===== src/rtl/sr_excite_gen.sv =====
// sr_excite_gen: drives minimal S/R excitation into an srff for each accepted
// target bit, then reads the flop back after a settle window and records
// mismatches in a sticky flag and a saturating counter.
module sr_excite_gen #(
    parameter int unsigned PULSE_CYC  = 1,
    parameter int unsigned SETTLE_CYC = 1,
    parameter logic        RST_Q      = 1'b1
) (
    input  logic       clk,
    input  logic       rst,
    input  logic       tgt_valid,
    input  logic       tgt_bit,
    output logic       tgt_ready,
    output logic       s,
    output logic       r,
    input  logic       q_fb,
    input  logic       clear_err,
    output logic       busy,
    output logic       done,
    output logic       err,
    output logic [7:0] err_cnt
);

    localparam int unsigned MAX_CYC = (PULSE_CYC > SETTLE_CYC) ? PULSE_CYC : SETTLE_CYC;
    localparam int unsigned CW      = (MAX_CYC > 1) ? $clog2(MAX_CYC) : 1;
    localparam logic [CW-1:0] PULSE_LAST  = CW'(PULSE_CYC - 1);
    localparam logic [CW-1:0] SETTLE_LAST = CW'(SETTLE_CYC - 1);

    typedef enum logic [1:0] {
        IDLE,
        DRIVE,
        CHECK
    } state_t;

    state_t        state_q, state_d;
    logic [CW-1:0] cnt_q, cnt_d;
    logic          exp_q, exp_d;
    logic          shadow_q, shadow_d;
    logic          s_q, s_d;
    logic          r_q, r_d;
    logic          tgt_ready_q, tgt_ready_d;
    logic          busy_q, busy_d;
    logic          done_q, done_d;
    logic          err_q, err_d;
    logic [7:0]    err_cnt_q, err_cnt_d;

    // Next-state and registered-output computation for the drive/check sequence.
    always_comb begin
        state_d     = state_q;
        cnt_d       = cnt_q;
        exp_d       = exp_q;
        shadow_d    = shadow_q;
        s_d         = s_q;
        r_d         = r_q;
        tgt_ready_d = tgt_ready_q;
        busy_d      = busy_q;
        done_d      = 1'b0;
        err_d       = err_q;
        err_cnt_d   = err_cnt_q;

        if (clear_err) begin
            err_d     = 1'b0;
            err_cnt_d = '0;
        end

        case (state_q)
            IDLE: begin
                if (tgt_valid && tgt_ready_q) begin
                    exp_d       = tgt_bit;
                    cnt_d       = '0;
                    tgt_ready_d = 1'b0;
                    busy_d      = 1'b1;
                    if (tgt_bit != shadow_q) begin
                        state_d = DRIVE;
                        s_d     = tgt_bit;
                        r_d     = ~tgt_bit;
                    end else begin
                        state_d = CHECK;
                    end
                end
            end
            DRIVE: begin
                if (cnt_q == PULSE_LAST) begin
                    state_d  = CHECK;
                    cnt_d    = '0;
                    s_d      = 1'b0;
                    r_d      = 1'b0;
                    shadow_d = exp_q;
                end else begin
                    cnt_d = cnt_q + CW'(1);
                end
            end
            CHECK: begin
                if (cnt_q == SETTLE_LAST) begin
                    state_d     = IDLE;
                    tgt_ready_d = 1'b1;
                    busy_d      = 1'b0;
                    done_d      = 1'b1;
                    shadow_d    = exp_q;
                    // A mismatch on the same edge as clear_err overrides the clear.
                    if (q_fb != exp_q) begin
                        err_d = 1'b1;
                        if (clear_err) begin
                            err_cnt_d = 8'd1;
                        end else if (err_cnt_q != 8'hFF) begin
                            err_cnt_d = err_cnt_q + 8'd1;
                        end
                    end
                end else begin
                    cnt_d = cnt_q + CW'(1);
                end
            end
            default: begin
                state_d = IDLE;
            end
        endcase
    end

    // State and output registers; reset drops any in-flight transaction.
    always_ff @(posedge clk or posedge rst) begin
        if (rst) begin
            state_q     <= IDLE;
            cnt_q       <= '0;
            exp_q       <= 1'b0;
            shadow_q    <= RST_Q;
            s_q         <= 1'b0;
            r_q         <= 1'b0;
            tgt_ready_q <= 1'b1;
            busy_q      <= 1'b0;
            done_q      <= 1'b0;
            err_q       <= 1'b0;
            err_cnt_q   <= '0;
        end else begin
            state_q     <= state_d;
            cnt_q       <= cnt_d;
            exp_q       <= exp_d;
            shadow_q    <= shadow_d;
            s_q         <= s_d;
            r_q         <= r_d;
            tgt_ready_q <= tgt_ready_d;
            busy_q      <= busy_d;
            done_q      <= done_d;
            err_q       <= err_d;
            err_cnt_q   <= err_cnt_d;
        end
    end

    assign tgt_ready = tgt_ready_q;
    assign s         = s_q;
    assign r         = r_q;
    assign busy      = busy_q;
    assign done      = done_q;
    assign err       = err_q;
    assign err_cnt   = err_cnt_q;

endmodule


===== config.mk =====
export PLATFORM = sky130hd
export DESIGN_NAME = sr_excite_gen
export DESIGN_NICKNAME = d
export VERILOG_FILES = /design/src/rtl/sr_excite_gen.sv
export SDC_FILE = /design/constraint.sdc
export NUM_CORES = 1
export LEC_CHECK = 0
export BUFFER_PORTS_ARGS = -buffer_cell sky130_fd_sc_hd__buf_4
export CORE_MARGIN = 3
export CORE_UTILIZATION = 50
export CTS_CLUSTER_SIZE = 24
export DETAILED_ROUTE_END_ITERATION = 8
export GPL_TIMING_DRIVEN = 0
export PLACE_DENSITY = 0.71
export SYNTH_ARGS = -nofsm -noshare
export SYNTH_HDL_FRONTEND = slang
export SYNTH_SLANG_ARGS = --single-unit

===== constraint.sdc =====
create_clock -name clk -period 1.9 [get_ports clk]
set_input_delay 0.38 -clock clk [delete_from_list [all_inputs] [get_ports clk]]
set_output_delay 0.38 -clock clk [all_outputs]
set_load 0.1 [all_outputs]

==> flow_summary.yaml <==
outcome:
  status: "completed"
route:
  drt-total-wl_um: 1960
  vias_per_cell: 5.45
  routed-via-count: 801
  firstDrtPassIters: 4
  routedWlPerCell_um: 13.3
  drc: 0
  drtAntennaViolNets: 0
  drtIter0Drc: 18
setup_path:
  crit_start: "state_q[0]$_DFFE_PP0P_"
  worst-path-stages: 6
  crit_buf_inv: 2
  worst_setup_path_end_kind: "flop"
  critical_path_class: "reg -> reg"
  worstSetupStartpointType: "flop"
  r2r-end: "err_cnt[5]$_DFF_PP0_"
  path_cells: "inv_1, ha_2, o211ai_2, buf_6, or3_1, a21oi_1"
  critical-path-top-delay-family: "flip-flops"
  cp_slowest_stage_delay_ns: 0.42
  rr_startpoint: "state_q[0]$_DFFE_PP0P_"
  rrSetupSlack_ns: 0.23
  critical_path_required_ns: 2.13
  crit_end: "err_cnt[5]$_DFF_PP0_"
  cp_slowest_cell: "dfrtp_1"
  cp_data_arrival_time_ns: 1.90
  reg2regPathDepth: 6
  cp_max_fo: 10
floorplanning:
  die_width_um: 50.1
  core_area_um2: 1780
  initial_core_util_pct: 54.6
  die_area_um2: 2510
  die_h_um: 50.1
  io_pins: 20
  rows: 15
job:
  maxCapViolCount: 0
finish:
  final_cell_mix: "buf_4 (17), dfrtp_1 (11), inv_1 (9)"
  drive_gt1_share_pct: 28.7
  area_delta_synth_final_pct: 20.6
  layout_commonest_cell: "buf_4"
  antenna-diode-count: 0
  layout.nets: 133
synthesis:
  synth_fp_nets: 112
  synth-main-ff-cell: "dfrtp_1"
  syn-cell-area_um2: 973
  synth_seq_cells: 18
  synth_edf_count: 0
  synth.distinct_cells: 34
  syn_area_per_cell_um2: 9.54
  seq_area_frac_synth_pct: 46.5
  synth_cells: 102
  ys.warnings.count: 0
  synthArstFlopShare_pct: 100
cts:
  insertion_delay_ns: 0.30
  cts_buffers: 3
  ctsRootBufferMaster: "clkbuf_4"
  cts.clk_slew.worst_paths_ns: 0.10
  hold_buffers: 0
  cts.sinks: 18
  cts_setup_buffers: 0
  cts_tree: "yes"
  h-tree-depth: 1
  cts_max_path_buffers: 2
  cts.repair.resized: 0
timing:
  worst_clock_skew_ns: 0.00139
  setup_viol: 0
  rsz0062_at_grt: "false"
  hold_viol_final: 0
  timing.fmax_mhz: 598
  max_slew_margin_pct: 55.6
  drv_slew: 0
  min_period_ns: 1.67
  worst_slew_pin_slew_ns: 0.665
  tns_ns: 0
  finalCritPeriodShare_pct: 88.0
place:
  dp_hpwl_um: 1480
  gp_congestion: 0.812
  port_buffers: 17
worst_hold_path:
  hold_class: "in -> async"
power_and_ir_drop:
  clockPowerShare_pct: 11.7
  swShare_pct: 53.0
  power_uw: 2040
  p_int_uw: 958
  cellPowerDensity_nw_per_um2: 1740
  vdd_ir_drop_max_mv: 1.21
  power_frac_comb_pct: 57.3
  switchingPower_uw: 1080
  p_leak_uw: 0.000523
  pwr-share-seq_pct: 31.0
global_routing:
  grt_pass1_vias: 765
  grt_max_degree: 19
  gr-total-overflow: 0
  grt_pass1_wl_um: 3440
  antenna_found_initial: 0
  grt_usage_pct: 18.1
==> area by class of cell <==
type                            count  area (um^2)
Tap cell                           25         31.3
Multi-Input combinational cell     69          459
Fill cell                         160          609
Sequential cell                    18          459
Clock buffer                        4         36.3
Buffer                              5         26.3
Timing Repair Buffer               17          128
Inverter                            9         33.8
==> power groups by stage <==
stage               combinational, uW  sequential [uW]  clock, uW
floorplan                         437             1130          0
global placement                 1150              632          0
detailed placement               1170              639          0
CTS                              1170              630        247
global route                     1260              653        266
finish                           1170              631        239
==> Yosys cell counts (2+ instances only) <==
master | instances | area [um^2]
or3_1 | 3 | 18.8
a21oi_1 | 7 | 35.0
inv_1 | 9 | 33.8
nand3_1 | 6 | 30.0
dfrtp_1 | 16 | 400
o31ai_1 | 2 | 15.0
nor2_1 | 5 | 18.8
mux2i_1 | 3 | 30.0
o21ai_0 | 8 | 40.0
mux2_2 | 2 | 22.5
nand2_1 | 7 | 26.3
nand4_1 | 3 | 18.8
clkbuf_1 | 5 | 18.8
dfstp_2 | 2 | 52.6
ha_1 | 4 | 50.1
a31oi_1 | 2 | 12.5
==> flip-flops by register name, indices dropped and copies added, names as in the netlist <==
| register | flops |
|---|---|
| busy | 1 |
| done | 1 |
| err | 1 |
| err_cnt | 8 |
| exp_q | 1 |
| r | 1 |
| s | 1 |
| shadow_q | 1 |
| state_q | 2 |
| tgt_ready | 1 |
==> per-stage QoR <==
step / instance area, um^2 / util [%] / instances / setup WS (ns) / hold WS, ns
2_1_floorplan: 980 / - / 102 / 0.0486 / 0.317
3_3_place_gp: 1140 / 63.9 / 144 / 0.0436 / 0.513
3_5_place_dp: 1140 / 63.9 / 144 / 0.0177 / 0.517
4_1_cts: 1170 / 65.7 / 147 / 0.120 / 0.192
5_1_grt: 1170 / 65.8 / 147 / 0.111 / 0.208
6_report: 1170 / 65.8 / 147 / 0.228 / 0.170
==> kinds of logic after synthesis <==
family / synth area share (%)
fa+ha+maj: 5.14
buf+inv: 6.56
flops: 46.5
simple gates: 17.2
xor+xnor: 2.57
mux: 5.40
compound gates: 16.6
==> how the worst min path moves through the flow <==
| stage | endpoint | slack [ns] | cells after the start |
|---|---|---|---|
| floorplan | busy$_DFFE_PP0P_ | 0.32 | 1 |
| global placement | err$_DFF_PP0_ | 0.51 | 2 |
| detailed placement | err_cnt[6]$_DFF_PP0_ | 0.52 | 2 |
| CTS | err$_DFF_PP0_ | 0.19 | 2 |
| global route | err$_DFF_PP0_ | 0.21 | 2 |
| finish | err_cnt[7]$_DFF_PP0_ | 0.17 | 2 |
==> per-layer routing <==
layer  GRT usage [%]  up-vias  wire [um]
li1                -      403          -
met1            25.0      373        962
met2            27.4       19        875
met3            2.72        6         81
met4            8.76        0         41
met5               0        -          0
Power figures use the tool's default switching activity.
